### src/rtl/surface_vec_scheduler_pkg.sv
// Shared vector package for the surface-vector scheduler.
//   fp_t / vec3_t     : Q8.24 fixed point scalar and 3-component vector
//   FP_* / VEC3_ZERO  : Q8.24 constants
//   sched_state_e     : scheduler FSM states
//   lane_idx_t        : ray-march lane index carried in the tag FIFO
//   sv_issue_t        : payload sent to the surface-vector pipeline
//   sv_result_t       : payload returned by the pipeline, forwarded to lanes
package surface_vec_scheduler_pkg;

    localparam int FP_W    = 32;
    localparam int FP_FRAC = 24;

    typedef logic signed [FP_W-1:0] fp_t;

    typedef struct packed {
        fp_t x;
        fp_t y;
        fp_t z;
    } vec3_t;

    localparam fp_t   FP_ZERO   = 32'sh0000_0000;
    localparam fp_t   FP_ONE    = 32'sh0100_0000;
    localparam vec3_t VEC3_ZERO = '0;

    typedef enum logic [1:0] {
        ST_RUN    = 2'd0,
        ST_DRAIN  = 2'd1,
        ST_SWITCH = 2'd2
    } sched_state_e;

    // Wide enough for up to 16 lanes; tags are narrowed nowhere else.
    localparam int LANE_W = 4;
    typedef logic [LANE_W-1:0] lane_idx_t;

    typedef struct packed {
        logic  hit;
        vec3_t p;
    } sv_issue_t;

    typedef struct packed {
        logic  hit;
        vec3_t normal;
        vec3_t light;
    } sv_result_t;

endpackage

### src/rtl/surface_vec_scheduler_tag_fifo.sv
// tag_fifo: synchronous FIFO holding the owning-lane tag of every request
// outstanding in the surface-vector pipeline.
//   clk, rst      : clock, async active-low reset (empties the FIFO)
//   push/push_data: enqueue (ignored when full)
//   pop           : dequeue (ignored when empty)
//   head          : current head entry (valid only when !empty)
//   full/empty    : occupancy flags
// DEPTH must be a power of two (>= 2): pointers carry one extra wrap bit so
// full and empty are distinguished without a separate counter.
module tag_fifo #(
    parameter int DEPTH = 8,
    parameter int WIDTH = 4
) (
    input  logic             clk,
    input  logic             rst,
    input  logic             push,
    input  logic [WIDTH-1:0] push_data,
    input  logic             pop,
    output logic [WIDTH-1:0] head,
    output logic             full,
    output logic             empty
);

    localparam int AW = $clog2(DEPTH);

    logic [WIDTH-1:0] mem [DEPTH];
    logic [AW:0]      wr_ptr;
    logic [AW:0]      rd_ptr;
    logic             do_push;
    logic             do_pop;

    assign empty   = (wr_ptr == rd_ptr);
    assign full    = (wr_ptr[AW] != rd_ptr[AW]) && (wr_ptr[AW-1:0] == rd_ptr[AW-1:0]);
    assign do_push = push && !full;
    assign do_pop  = pop && !empty;
    assign head    = mem[rd_ptr[AW-1:0]];

    always_ff @(posedge clk or negedge rst) begin
        if (!rst) begin
            wr_ptr <= '0;
            rd_ptr <= '0;
        end else begin
            if (do_push) wr_ptr <= wr_ptr + (AW+1)'(1);
            if (do_pop)  rd_ptr <= rd_ptr + (AW+1)'(1);
        end
    end

    // Storage is not reset: entries are only read after being written.
    always_ff @(posedge clk) begin
        if (do_push) mem[wr_ptr[AW-1:0]] <= push_data;
    end

endmodule

### src/rtl/surface_vec_scheduler.sv
// surface_vec_scheduler: arbitrates N_REQ ray-march lanes onto a single
// in-order surface-vector pipeline and routes results back to their owners.
//   clk, rst                     : clock, async active-low reset
//   req_valid/req_ready          : per-lane request handshake (ready one-hot)
//   req_p/req_hit                : per-lane hit point (Q8.24 vec3) and hit flag
//   obj_sel                      : requested scene; a change drains the pipe
//   sv_valid_in/sv_p/sv_hit      : registered issue bus to the pipeline
//   sv_obj_sel                   : scene select in force (latched copy)
//   sv_valid_out/sv_normal/...   : pipeline result bus, in order, no stall
//   rsp_valid                    : one-hot result strobe to owning lane
//   rsp_normal/rsp_light/rsp_hit : registered result payload, shared
//   inflight                     : outstanding request count
//   busy                         : work outstanding or scene switch pending
//   err_orphan                   : sticky, result arrived with no owner
module surface_vec_scheduler
    import surface_vec_scheduler_pkg::*;
#(
    parameter int N_REQ        = 4,
    parameter int MAX_INFLIGHT = 8
) (
    input  logic                          clk,
    input  logic                          rst,
    input  logic [N_REQ-1:0]              req_valid,
    output logic [N_REQ-1:0]              req_ready,
    input  vec3_t [N_REQ-1:0]             req_p,
    input  logic [N_REQ-1:0]              req_hit,
    input  logic                          obj_sel,
    output logic                          sv_valid_in,
    output vec3_t                         sv_p,
    output logic                          sv_hit,
    output logic                          sv_obj_sel,
    input  logic                          sv_valid_out,
    input  vec3_t                         sv_normal,
    input  vec3_t                         sv_light,
    input  logic                          sv_hit_out,
    output logic [N_REQ-1:0]              rsp_valid,
    output vec3_t                         rsp_normal,
    output vec3_t                         rsp_light,
    output logic                          rsp_hit,
    output logic [$clog2(MAX_INFLIGHT):0] inflight,
    output logic                          busy,
    output logic                          err_orphan
);

    localparam int CNT_W = $clog2(MAX_INFLIGHT) + 1;

    sched_state_e     state;
    sched_state_e     state_nxt;
    logic             obj_lat;
    logic             obj_load;

    lane_idx_t        rr_ptr;
    lane_idx_t        hi_idx;
    lane_idx_t        lo_idx;
    lane_idx_t        gnt_idx;
    logic             hi_any;
    logic             lo_any;
    logic             can_issue;
    logic             hs;
    logic [N_REQ-1:0] gnt_oh;
    sv_issue_t        issue_sel;
    sv_issue_t        issue_q;
    logic             issue_vld_q;

    logic             pop;
    logic             orphan;
    lane_idx_t        tag_head;
    logic             tag_full;
    logic             tag_empty;
    logic [CNT_W-1:0] cnt_q;

    logic [N_REQ-1:0] rsp_vld_nxt;
    logic [N_REQ-1:0] rsp_vld_q;
    sv_result_t       rsp_q;
    logic             err_q;

    // ---------------------------------------------------------------- issue
    // rst gates issue so req_ready is low for the whole reset window. The
    // FIFO full flag is equivalent to the counter limit; both are kept so
    // neither structure can be overrun if the other is disturbed.
    assign can_issue = rst && (state == ST_RUN)
                    && (cnt_q < CNT_W'(MAX_INFLIGHT)) && !tag_full;

    // Round robin as two priority searches: lowest requester at or above
    // rr_ptr wins; otherwise wrap to the lowest requester overall.
    always_comb begin
        hi_any = 1'b0;
        lo_any = 1'b0;
        hi_idx = '0;
        lo_idx = '0;
        for (int i = N_REQ - 1; i >= 0; i--) begin
            if (req_valid[i]) begin
                lo_any = 1'b1;
                lo_idx = lane_idx_t'(i);
                if (lane_idx_t'(i) >= rr_ptr) begin
                    hi_any = 1'b1;
                    hi_idx = lane_idx_t'(i);
                end
            end
        end
    end

    assign gnt_idx = hi_any ? hi_idx : lo_idx;
    assign hs      = can_issue && lo_any;

    always_comb begin
        gnt_oh    = '0;
        issue_sel = '0;
        for (int i = 0; i < N_REQ; i++) begin
            if (gnt_idx == lane_idx_t'(i)) begin
                gnt_oh[i]     = hs;
                issue_sel.p   = req_p[i];
                issue_sel.hit = req_hit[i];
            end
        end
    end

    assign req_ready = gnt_oh;

    always_ff @(posedge clk or negedge rst) begin
        if (!rst) begin
            rr_ptr      <= '0;
            issue_vld_q <= 1'b0;
            issue_q     <= '0;
        end else begin
            issue_vld_q <= hs;
            issue_q     <= hs ? issue_sel : '0;
            if (hs) rr_ptr <= (gnt_idx == lane_idx_t'(N_REQ - 1)) ? '0
                                                                  : gnt_idx + lane_idx_t'(1);
        end
    end

    assign sv_valid_in = issue_vld_q;
    assign sv_p        = issue_q.p;
    assign sv_hit      = issue_q.hit;
    assign sv_obj_sel  = obj_lat;

    // ------------------------------------------------------------- tracking
    assign pop    = sv_valid_out && !tag_empty;
    assign orphan = sv_valid_out && tag_empty;

    tag_fifo #(
        .DEPTH (MAX_INFLIGHT),
        .WIDTH (LANE_W)
    ) u_tag_fifo (
        .clk       (clk),
        .rst       (rst),
        .push      (hs),
        .push_data (gnt_idx),
        .pop       (pop),
        .head      (tag_head),
        .full      (tag_full),
        .empty     (tag_empty)
    );

    // Issue and retire in the same cycle cancel out.
    always_ff @(posedge clk or negedge rst) begin
        if (!rst) begin
            cnt_q <= '0;
        end else if (hs && !pop) begin
            cnt_q <= cnt_q + CNT_W'(1);
        end else if (pop && !hs) begin
            cnt_q <= cnt_q - CNT_W'(1);
        end
    end

    assign inflight = cnt_q;

    // ------------------------------------------------------------- response
    always_comb begin
        rsp_vld_nxt = '0;
        for (int i = 0; i < N_REQ; i++) begin
            rsp_vld_nxt[i] = pop && (tag_head == lane_idx_t'(i));
        end
    end

    // Payload only loads on a tagged result; orphans leave it untouched.
    always_ff @(posedge clk or negedge rst) begin
        if (!rst) begin
            rsp_vld_q <= '0;
            rsp_q     <= '0;
            err_q     <= 1'b0;
        end else begin
            rsp_vld_q <= rsp_vld_nxt;
            if (pop) begin
                rsp_q.hit    <= sv_hit_out;
                rsp_q.normal <= sv_normal;
                rsp_q.light  <= sv_light;
            end
            if (orphan) err_q <= 1'b1;
        end
    end

    assign rsp_valid  = rsp_vld_q;
    assign rsp_normal = rsp_q.normal;
    assign rsp_light  = rsp_q.light;
    assign rsp_hit    = rsp_q.hit;
    assign err_orphan = err_q;

    // ------------------------------------------------------- scene switch
    // DRAIN looks at the registered count, so the cycle of the final pop
    // still reads nonzero and SWITCH follows one cycle later. obj_sel is
    // sampled again only in SWITCH, so toggling back mid-drain is harmless.
    always_comb begin
        state_nxt = state;
        obj_load  = 1'b0;
        case (state)
            ST_RUN:    if (obj_sel != obj_lat) state_nxt = ST_DRAIN;
            ST_DRAIN:  if (cnt_q == '0)        state_nxt = ST_SWITCH;
            ST_SWITCH: begin
                obj_load  = 1'b1;
                state_nxt = ST_RUN;
            end
            default:   state_nxt = ST_RUN;
        endcase
    end

    always_ff @(posedge clk or negedge rst) begin
        if (!rst) begin
            state   <= ST_RUN;
            obj_lat <= 1'b0;
        end else begin
            state <= state_nxt;
            if (obj_load) obj_lat <= obj_sel;
        end
    end

    assign busy = (cnt_q != '0) || (state != ST_RUN);

endmodule

### config.mk
export PLATFORM = sky130hd
export DESIGN_NAME = surface_vec_scheduler
export DESIGN_NICKNAME = d
export VERILOG_FILES = /design/src/rtl/surface_vec_scheduler_pkg.sv /design/src/rtl/surface_vec_scheduler_tag_fifo.sv /design/src/rtl/surface_vec_scheduler.sv
export SDC_FILE = /design/constraint.sdc
export NUM_CORES = 1
export LEC_CHECK = 0
export ABC_CLOCK_PERIOD_IN_PS = 5850
export BUFFER_PORTS_ARGS = -buffer_cell sky130_fd_sc_hd__clkbuf_2
export CAP_MARGIN = 20
export CORE_AREA = 2 2 353 355
export DETAILED_ROUTE_END_ITERATION = 8
export DIE_AREA = 0 0 355 357
export SLEW_MARGIN = 0
export SYNTH_ARGS = -nofsm -noshare
export SYNTH_HDL_FRONTEND = slang
export SYNTH_HIERARCHICAL = 1
export SYNTH_SLANG_ARGS = --single-unit
### constraint.sdc
create_clock -name clk -period 5.85 [get_ports clk]
set_input_delay 0.2925 -clock clk [delete_from_list [all_inputs] [get_ports clk]]
set_output_delay 0.2925 -clock clk [all_outputs]
set_load 0.005 [all_outputs]
-- Yosys cells after proc, flatten, opt, wreduce, memory -nomap -nowiden
Memories as Yosys holds them, arrays and structs flattened.
Index checks and enable logic that the tools add are counted.
- word-level logic and storage cells: 116
- bits in writable memories: 32
- input port bits: 589
- bits in registers: 315
- memories kept: 1
- $lt $le $gt $ge: 5
- mux-type cells: 43
- add/subtract/negate cells: 5
- reduce and logical (&&, ||, !) cells: 28
- equality and inequality tests: 14
- memory list (name ; depth ; width ; rd ports ; clocked after memory_dff ; wr ports ; line ; RTL):
    u_tag_fifo.mem ; 8 ; 4 ; 1 ; 0 ; 1 ; surface_vec_scheduler_tag_fifo.sv:26 ; logic [WIDTH-1:0] mem [DEPTH];
- operator list (cell ; number):
    2-to-1 mux 97 bit ; 5
    2-to-1 mux 4 bit ; 13
    2-to-1 mux 1 bit ; 19
    adder 4 x 1 -> 4 bit, second input constant ; 4
    equality test 4 x 2 -> 1 bit, second input constant ; 4
    logical AND 1 bit ; 15
    logical NOT 4 bit ; 3
    2-to-1 mux 2 bit ; 5
    equality test 4 x 1 -> 1 bit, second input constant ; 2
    >= comparator 1 x 4 -> 1 bit, first input constant ; 2
    >= comparator 2 x 4 -> 1 bit, first input constant ; 2
    equality test 4 bit ; 1
    logical NOT 1 bit ; 4
    < comparator 4 bit, second input constant ; 1
    case mux 2 bit (2 select lines) ; 1
    nonzero test 2 bit ; 2
    nonzero test 4 bit ; 1
    subtractor 4 x 1 -> 4 bit, second input constant ; 1
    equality test 3 bit ; 1
    equality test 2 x 1 -> 1 bit, second input constant ; 1
    equality test 2 bit, second input constant ; 1
    logical NOT 2 bit ; 1
    != test 1 bit ; 2
    != test 2 x 1 -> 1 bit, second input constant ; 1
    other kinds (3) ; 3

-- Logic depth before layout (Yosys ltp)
Gate-level depths: netlist (run 1).
- depth after elaboration: 16
- gate-level depth with buffers: 14

-- Cells and area by module
Netlist (run 1), hierarchy kept.
- modules (own cells, without submodules) (module ; cells each ; sequential area each (um^2) ; area an instance (um^2) ; times used):
    surface_vec_scheduler ; 1564 ; 7632.3 ; 14062.2 ; 1
    tag_fifo ; 101 ; 1161.1 ; 1846.8 ; 1

-- Worst setup path before layout (run 1)
No wires, ideal clock.
- kind: reg2reg
- start: reg u_tag_fifo.wr_ptr[1]
- end: reg cnt_q[3], in the netlist inflight[3]
- buffers on the path: 2
- period minus slack after synthesis: 3.258 ns
- setup time: 0.136 ns
- data arrival time: 3.122 ns
- stages on the path, launching flop included: 13
- required time: 5.714 ns
- path slack: 2.592 ns
- cells stage by stage: dfrtp_1 xor2_4 or3_2 nor2_1 nand2b_1 buf_2 clkbuf_1 ha_1 inv_1 ha_1 a21o_1 a2111oi_0 o31ai_1
- RTL lines (what ; line ; RTL):
    from (decl) ; surface_vec_scheduler_tag_fifo.sv:27 ; logic [AW:0] wr_ptr;
    from (signal assigned) ; surface_vec_scheduler_tag_fifo.sv:43 ; if (do_push) wr_ptr <= wr_ptr + (AW+1)'(1);
    equality test 4 bit (*) ; surface_vec_scheduler_tag_fifo.sv:32 ; assign empty = (wr_ptr == rd_ptr);
    named net tag_empty ; surface_vec_scheduler.sv:69 ; logic tag_empty;
    logical NOT 1 bit (*) ; surface_vec_scheduler.sv:139 ; assign pop = sv_valid_out && !tag_empty;
    logical AND 1 bit (*) ; surface_vec_scheduler.sv:139 ;
    logical NOT 1 bit ; surface_vec_scheduler.sv:160 ; end else if (hs && !pop) begin
    logical AND 1 bit ; surface_vec_scheduler.sv:160 ;
    2-to-1 mux 4 bit or nonzero test 2 bit (tied branches) ; -- ;
    to (signal assigned) ; surface_vec_scheduler.sv:161 ; cnt_q <= cnt_q + CNT_W'(1);
    to (signal assigned) ; surface_vec_scheduler.sv:163 ; cnt_q <= cnt_q - CNT_W'(1);
    to (decl) ; surface_vec_scheduler.sv:70 ; logic [CNT_W-1:0] cnt_q;
Mark *: on every way through the listed nets, which the timed path passes. The rest lies on a longest branch.
A chain may end at the register's enable or synchronous reset.

-- Final worst setup path (run 1)
- start: reg u_tag_fifo.rd_ptr[0]
- end: reg issue_q (netlist bit sv_p[68])
- word-level cells in the longest chain between the ends: 6
- ends and longest elaborated chain (what ; line ; RTL):
    from (decl) ; surface_vec_scheduler_tag_fifo.sv:28 ; logic [AW:0] rd_ptr;
    from (signal assigned) ; surface_vec_scheduler_tag_fifo.sv:44 ; if (do_pop) rd_ptr <= rd_ptr + (AW+1)'(1);
    equality test 3 bit ; surface_vec_scheduler_tag_fifo.sv:33 ; assign full = (wr_ptr[AW] != rd_ptr[AW]) && (wr_ptr[AW-1:0] == rd_ptr[AW-1:0]);
    logical AND 1 bit ; surface_vec_scheduler_tag_fifo.sv:33 ;
    named net tag_full ; surface_vec_scheduler.sv:68 ; logic tag_full;
    logical NOT 1 bit ; surface_vec_scheduler.sv:82 ; && (cnt_q < CNT_W'(MAX_INFLIGHT)) && !tag_full;
    logical AND 1 bit ; surface_vec_scheduler.sv:82 ;
    logical AND 1 bit ; surface_vec_scheduler.sv:104 ; assign hs = can_issue && lo_any;
    2-to-1 mux 97 bit ; surface_vec_scheduler.sv:127 ; issue_q <= hs ? issue_sel : '0;
    to (signal assigned) ; surface_vec_scheduler.sv:127 ;
    to (decl) ; surface_vec_scheduler.sv:62 ; sv_issue_t issue_q;
The timed path passes the listed nets, and every way through them passes these cells.

==> results of run 1 <==
==> final cells by class <==
cell class / instances / area share (%)
clock buffer: 56 / 4.51
multi-input combinational: 1104 / 22.8
timing repair buffer: 1260 / 30.1
inverter: 105 / 1.47
antenna: 8 / 0.0736
sequential: 345 / 32.3
tap: 1637 / 7.53
clock inverter: 26 / 1.22
==> registers in the layout, summed over array words and instances (netlist names) <==
register,cells
sv_obj_sel,1
u_tag_fifo/mem,32
u_tag_fifo/rd_ptr,4
sv_valid_in,1
sv_hit,1
u_tag_fifo/wr_ptr,4
err_orphan,1
inflight,4
rsp_hit,1
rr_ptr,2
rsp_normal,96
state,2
sv_p,96
rsp_valid,4
rsp_light,96
==> through the flow <==
step / std cells / hold WS [ns] / power [uW]
floorplan: 1680 / -0.00309 / 6040
detailed placement: 4108 / 0.148 / 7880
CTS: 4533 / 0.0000991 / 11100
global placement: 4108 / 0.148 / 7810
finish: 4541 / 0.0527 / 11000
global route: 4540 / 0.0273 / 11700
==> what timing repair did <==
item | CTS | global route
hold buffers | 343 | 0
hold endpoints to repair | 302 | 0
setup endpoints to repair | 0 | 0
resized for setup | 0 | 0
==> critical path: stages, from the launching register on <==
cell and delay [ns]:
dfrtp_1 0.77, xor2_2 0.33, nor4_4 0.50, nor2_1 0.08, nand4_1 0.14, buf_4 0.41, buf_4 0.63, a21oi_1 0.09
dlygate4sd3_1 0.59
==> synth_stat cells (3+ instances only) <==
cell type | n | area (um2)
nand2_1 | 688 | 2580
dfrtp_1 | 313 | 7830
inv_1 | 103 | 387
a21oi_1 | 101 | 505
a211o_1 | 96 | 841
clkbuf_1 | 74 | 278
a221oi_1 | 56 | 490
a221oi_2 | 40 | 601
buf_2 | 38 | 190
edfxtp_1 | 32 | 961
ha_1 | 9 | 113
nor2_1 | 9 | 33.8
mux4_2 | 8 | 180
nor3_1 | 7 | 35.0
and2_1 | 6 | 37.5
mux2_2 | 6 | 67.6
xnor2_1 | 6 | 52.6
buf_12 | 5 | 100
o21ai_0 | 5 | 25.0
buf_1 | 3 | 11.3
buf_4 | 3 | 22.5
buf_6 | 3 | 33.8
nor3b_1 | 3 | 22.5
==> worst min path at each step <==
stage                    start  cells past startpoint                          to  slack, ns
floorplan                  rst                      0      err_orphan$_DFFE_PN0P_     -0.003
global placement           rst                      1  rsp_normal[22]$_DFFE_PN0P_       0.15
detailed placement         rst                      1  rsp_normal[22]$_DFFE_PN0P_       0.15
CTS                 req_p[271]                      4          sv_p[79]$_DFF_PN0_     0.0001
global route        req_p[271]                      4          sv_p[79]$_DFF_PN0_       0.03
finish              req_p[383]                      3          sv_p[95]$_DFF_PN0_       0.05
==> logic make-up (layout without fill, tap and decap cells) <==
group	after synthesis	in the layout	share of synthesized area, %
mux	18	18	1.85
flops	345	345	55.3
compound gates	315	315	16.5
buf+inv	231	1447	6.47
fa+ha+maj	10	10	0.834
xor+xnor	12	12	0.920
simple gates	733	733	18.1
other cells	1	24	0.0236
==> per-layer routing <==
| layer | vias up | routed length (um) |
|---|---|---|
| li1 | 7957 | - |
| met1 | 8333 | 34100 |
| met2 | 848 | 40400 |
| met3 | 160 | 6690 |
| met4 | 6 | 3740 |
| met5 | - | 31 |
==> power by group <==
| part | internal [uW] | switching [uW] |
|---|---|---|
| combinational | 1880 | 2530 |
| clock | 1770 | 1170 |
| sequential | 3140 | 526 |
| total | 6790 | 4220 |
==> flow_metrics.tcl, run 1 <==
set metrics [dict create \
    gp_congestion 0.918 \
    finalHoldViolCount 0 \
    portBuffers 894 \
    grt_pass1_vias 17400 \
    grt_overflow 0 \
    grt_antenna_before_repair 16 \
    startpoint_type "register" \
    firstDrtPassIters 6 \
    syn_avg_cell_area_um2 9.55 \
    post-route-min-period_ns 3.80 \
    multiInputGateArea_um2 6190 \
    grtUsageMet1_pct 15.3 \
    final_common_cell "clkbuf_2" \
    wl_per_cell_um 18.7 \
    ir_drop_mv 0.230 \
    root_buffer "clkbuf_16" \
    rrSetupSlack_ns 2.05 \
    maxClockFrequency_mhz 263 \
    ys.flop_type "dfrtp_1" \
    grt_pass1_wl_mm 118 \
    powerDensity_nw_per_um2 405 \
    initialDrtViolationCount 1209 \
    htreeDepth 2 \
    tritoncts "built" \
    insertion_delay_ns 0.60 \
    post-route-period-util_pct 65.0 \
    boundaryPins 895 \
    initial_utilization_pct 12.9 \
    dp_hpwl_mm 65.6 \
    area_delta_synth_final_pct 70.9 \
    leakagePower_uw 0.0141 \
    grtUsageMet3_pct 3.60 \
    viasPerCell 3.81 \
    worst_pin_slew_ns 1.16 \
    cts_buffers 44 \
    reg2reg_from "u_tag_fifo/rd_ptr[0]$_DFFE_PN0P_" \
    critPathCapture "sv_p[68]$_DFF_PN0_" \
    synth_cell_types 63 \
    dieArea_um2 127000 \
    path_clk_slew_ns 0.06 \
    fin_tns_setup_ns 0 \
    via_count 17300 \
    status "finished clean" \
    rows 129 \
    async_flop_share_pct 90.7 \
    synth_seq_cells 345 \
    num-fill-cells 13300 \
    maxCapViolCount 0 \
    drc_errors 0 \
    gr-max-usage-layer "met2" \
    rsz0062_at_grt "no" \
    finalWirelength_mm 85.0 \
    yosysSeqAreaShare_pct 55.3 \
    maxSlewViolCount 0 \
    crit_required_ns 6.31 \
    cts_setup_buffers 0 \
    crit_type "register to register" \
    coreArea_um2 123000 \
    synthesis.area_um2 15900 \
    nNetsFinal 3459 \
    setup_violations 0 \
    critical_path.endpoint_type "register" \
    synth_edf_count 32 \
    layout_common_cells "clkbuf_2, nand2_1, dlygate4sd3_1" \
    grt_max_degree 184 \
    reg2regPathDepth 8 \
    place_area_um2 22200 \
    critPathArrivalTime_ns 4.27 \
    drive_gt1_share_pct 36.8 \
    fin_skew_ns 0.0226 \
    yosysWarnings 6 \
    dp_slack_ns 2.04 \
    postLayoutSetupSlackWorst_ns 2.05 \
    antenna_left 0 \
    cp_max_fo 62 \
    synthCells 1665 \
    slew_headroom_pct 22.8 \
    clock_sinks 345 \
    fin_area_um2 27200 \
    die_h_um 357 \
    cts_buffer_depth 3 \
    hold_class "input pin to register" \
    post-route-util_pct 22.1 \
    timing.rr.end "sv_p[68]$_DFF_PN0_" \
    use_met2_pct 21.3 \
    die_width_um 355 \
    grt_usage_pct 12.7 \
    critPathLaunch "u_tag_fifo/rd_ptr[0]$_DFFE_PN0P_" \
    seq_area_um2 8790 \
]
No activity file was read; power rests on OpenSTA's default activity.
==> run 2: changes to the inputs <==
--- a/config.mk
+++ b/config.mk
@@ -5,7 +5,7 @@
 export SDC_FILE = /design/constraint.sdc
 export NUM_CORES = 1
 export LEC_CHECK = 0
-export ABC_CLOCK_PERIOD_IN_PS = 5850
+export ABC_CLOCK_PERIOD_IN_PS = 3100
 export BUFFER_PORTS_ARGS = -buffer_cell sky130_fd_sc_hd__clkbuf_2
 export CAP_MARGIN = 20
 export CORE_AREA = 2 2 353 355
==> constraint.sdc (replaced) <==
create_clock -name clk -period 3.1 [get_ports clk]
set_input_delay 0.155 -clock clk [delete_from_list [all_inputs] [get_ports clk]]
set_output_delay 0.155 -clock clk [all_outputs]
set_load 0.005 [all_outputs]
==> run 2 against run 1 <==
  * Routed wire length fell by 0.80%
  * First-iteration DRC count grew 15%
  * Sequential power up 86%
  * Largest power group unchanged
  * Total power rose by 90%
  * Cell area increased by 3.4%
  * Critical path depth rose by 3
  * Maximum frequency grew 27%
  * Core utilization up 0.76 points
  * Die area unchanged
  * Register-to-register slack worse by 1.9 ns
  * Largest cell class is now non-clock buffers
==> flow_metrics.tcl, run 2 (same netlist as run 1, synthesis figures left out) <==
set metrics [dict create \
    status "finished clean" \
    cp_slowest_cell "dlygate4sd3_1" \
    wl_per_cell_um 18.2 \
    coreArea_um2 123000 \
    setup_violations 0 \
    finalHoldViolCount 0 \
    dp_slack_ns 0.184 \
    grt_antenna_before_repair 12 \
    num-fill-cells 13200 \
    fin_skew_ns 0.0117 \
    layout_common_cells "clkbuf_2, nand2_1, dlygate4sd3_1" \
    die_width_um 355 \
    cp_max_fo 9 \
    whs_ns 0.0242 \
    final_common_cell "clkbuf_2" \
    crit_type "register to register" \
    netSwitchingFraction_pct 38.5 \
    maxSlewViolCount 0 \
    startpoint_type "register" \
    reg2regPathDepth 11 \
    cts_buffers 43 \
    maxClockFrequency_mhz 333 \
    post-route-period-util_pct 96.9 \
    timing.rr.end "sv_p[15]$_DFF_PN0_" \
    htreeDepth 2 \
    post-route-min-period_ns 3.00 \
    finalWirelength_mm 84.3 \
    grt_overflow 0 \
    pwr-share-clk_pct 24.1 \
    boundaryPins 895 \
    crit_required_ns 3.57 \
    p_int_uw 12900 \
    critPathLaunch "rr_ptr[1]$_DFFE_PN0P_" \
    rows 129 \
    die_h_um 357 \
    nNetsFinal 3559 \
    dp_hpwl_mm 63.2 \
    grt_usage_pct 12.4 \
    powerDensity_nw_per_um2 745 \
    initialDrtViolationCount 1385 \
    seqPwrFrac_pct 32.6 \
    worst_pin_slew_ns 1.01 \
    path_common_cell "a21oi_1" \
    tritoncts "built" \
    initial_utilization_pct 12.9 \
    hold_class "input pin to register" \
    portBuffers 894 \
    postLayoutSetupSlackWorst_ns 0.0968 \
    grt_max_degree 161 \
    slowest_delay_ns 0.57 \
    cts_buffer_depth 3 \
    comb_power_share_pct 43.2 \
    drive_gt1_share_pct 37.5 \
    antenna_left 0 \
    cp_top_family "compound AO/OA/AOI/OAI gates" \
    p_switching_uw 8080 \
    maxCapViolCount 0 \
    grt_pass1_vias 17700 \
    firstDrtPassIters 5 \
    rrSetupSlack_ns 0.1 \
    critical_path.endpoint_type "register" \
    ir_drop_mv 0.529 \
    area_delta_synth_final_pct 76.7 \
    critPathCapture "sv_p[15]$_DFF_PN0_" \
    path_clk_slew_ns 0.06 \
    cp.depth 11 \
    root_buffer "clkbuf_16" \
    leakagePower_uw 0.0144 \
    clock_sinks 345 \
    reg2reg_from "rr_ptr[1]$_DFFE_PN0P_" \
    slew_headroom_pct 32.6 \
    grt_pass1_wl_mm 116 \
    critPathArrivalTime_ns 3.48 \
    post-route-util_pct 22.9 \
    insertion_delay_ns 0.60 \
    viasPerCell 3.80 \
    via_count 17600 \
    crit_chain "mux2i_1 -> a21oi_1 -> o21ai_0 -> buf_4 -> ha_1 -> nor2b_4 -> buf_12 -> a221oi_1 -> a211o_1 -> a21oi_1 -> dlygate4sd3_1" \
    gp_congestion 0.921 \
    drc_errors 0 \
    path_buf_inv 3 \
    dieArea_um2 127000 \
]
-- run 2: cell types whose count changed in the layout (fill, tap and decap cells not counted), sizes merged --
cell         change
clkbuf           +1
buf             +54
clkinv           +3
bufinv           -4
dlygate4sd3     +46
clkinvlp         -1
diode            -2
-- run 2: metrics by stage --
step	power [uW]	std cells	TNS (ns)	area, um2
after floorplan	11400	1680	0	16000
after global placement	15100	4154	0	22600
after detailed placement	15300	4154	0	22600
after CTS	21000	4624	0	27900
after global routing	22400	4638	-0.0764	28100
final	21000	4638	0	28100
-- run 2: what timing repair did --
| item | CTS | global route |
|---|---|---|
| hold buffers | 389 | 0 |
| gates cloned | 0 | 1 |
| resized for setup | 1 | 10 |
| hold endpoints to repair | 465 | 0 |
| endpoints found under the setup margin | 2 | 28 |
| buffers inserted | 1 | 7 |
| pin swaps | 1 | 2 |
-- run 2: power by group through the flow --
stage	logic (uW)	registers, uW	clock network, uW
finish	9060	6840	5060
global route	9950	6990	5460
CTS	8870	6790	5300
detailed placement	8390	6870	0
global placement	8310	6820	0
floorplan	4570	6830	0
-- run 2: worst min path at each step --
stage | cells after the start | slack, ns | endpoint | startpoint
2_1_floorplan | 0 | -0.14 | err_orphan$_DFFE_PN0P_ | rst
3_3_place_gp | 1 | -0.03 | rsp_normal[33]$_DFFE_PN0P_ | rst
3_5_place_dp | 1 | -0.03 | rsp_normal[33]$_DFFE_PN0P_ | rst
4_1_cts | 4 | 0.006 | sv_p[85]$_DFF_PN0_ | req_p[277]
5_1_grt | 4 | 0.03 | sv_p[85]$_DFF_PN0_ | req_p[277]
6_report | 4 | 0.02 | sv_p[85]$_DFF_PN0_ | req_p[277]
-- run 2: cell type report --
cell class,count,area [um2],area share [%]
clock inverters,24,204,0.725
multi-input cells,1104,6230,22.2
flip-flops and latches,345,8800,31.3
clock buffers,56,1190,4.25
well taps,1637,2050,7.28
inverters,105,399,1.42
diodes,6,15.0,0.0534
repair buffers,1361,9230,32.8
-- run 2: worst register-to-register path: cells and delay by family, from the launching register on --
family	cells	cell delay, ns
adder cells (fa/ha/maj)	1	0.22
AO/OA/AOI/OAI	5	1.03
buffers and inverters	3	0.90
AND/OR/NAND/NOR	1	0.16
flip-flops	1	0.45
multiplexers	1	0.14
-- run 2: metal layers --
metal,vias up,GRT usage (%),wire length (um)
li1,8159,-,-
met2,895,19.9,38800
met4,2,5.70,4100
met1,8416,15.5,34700
met3,174,3.29,6720
met5,-,0,13
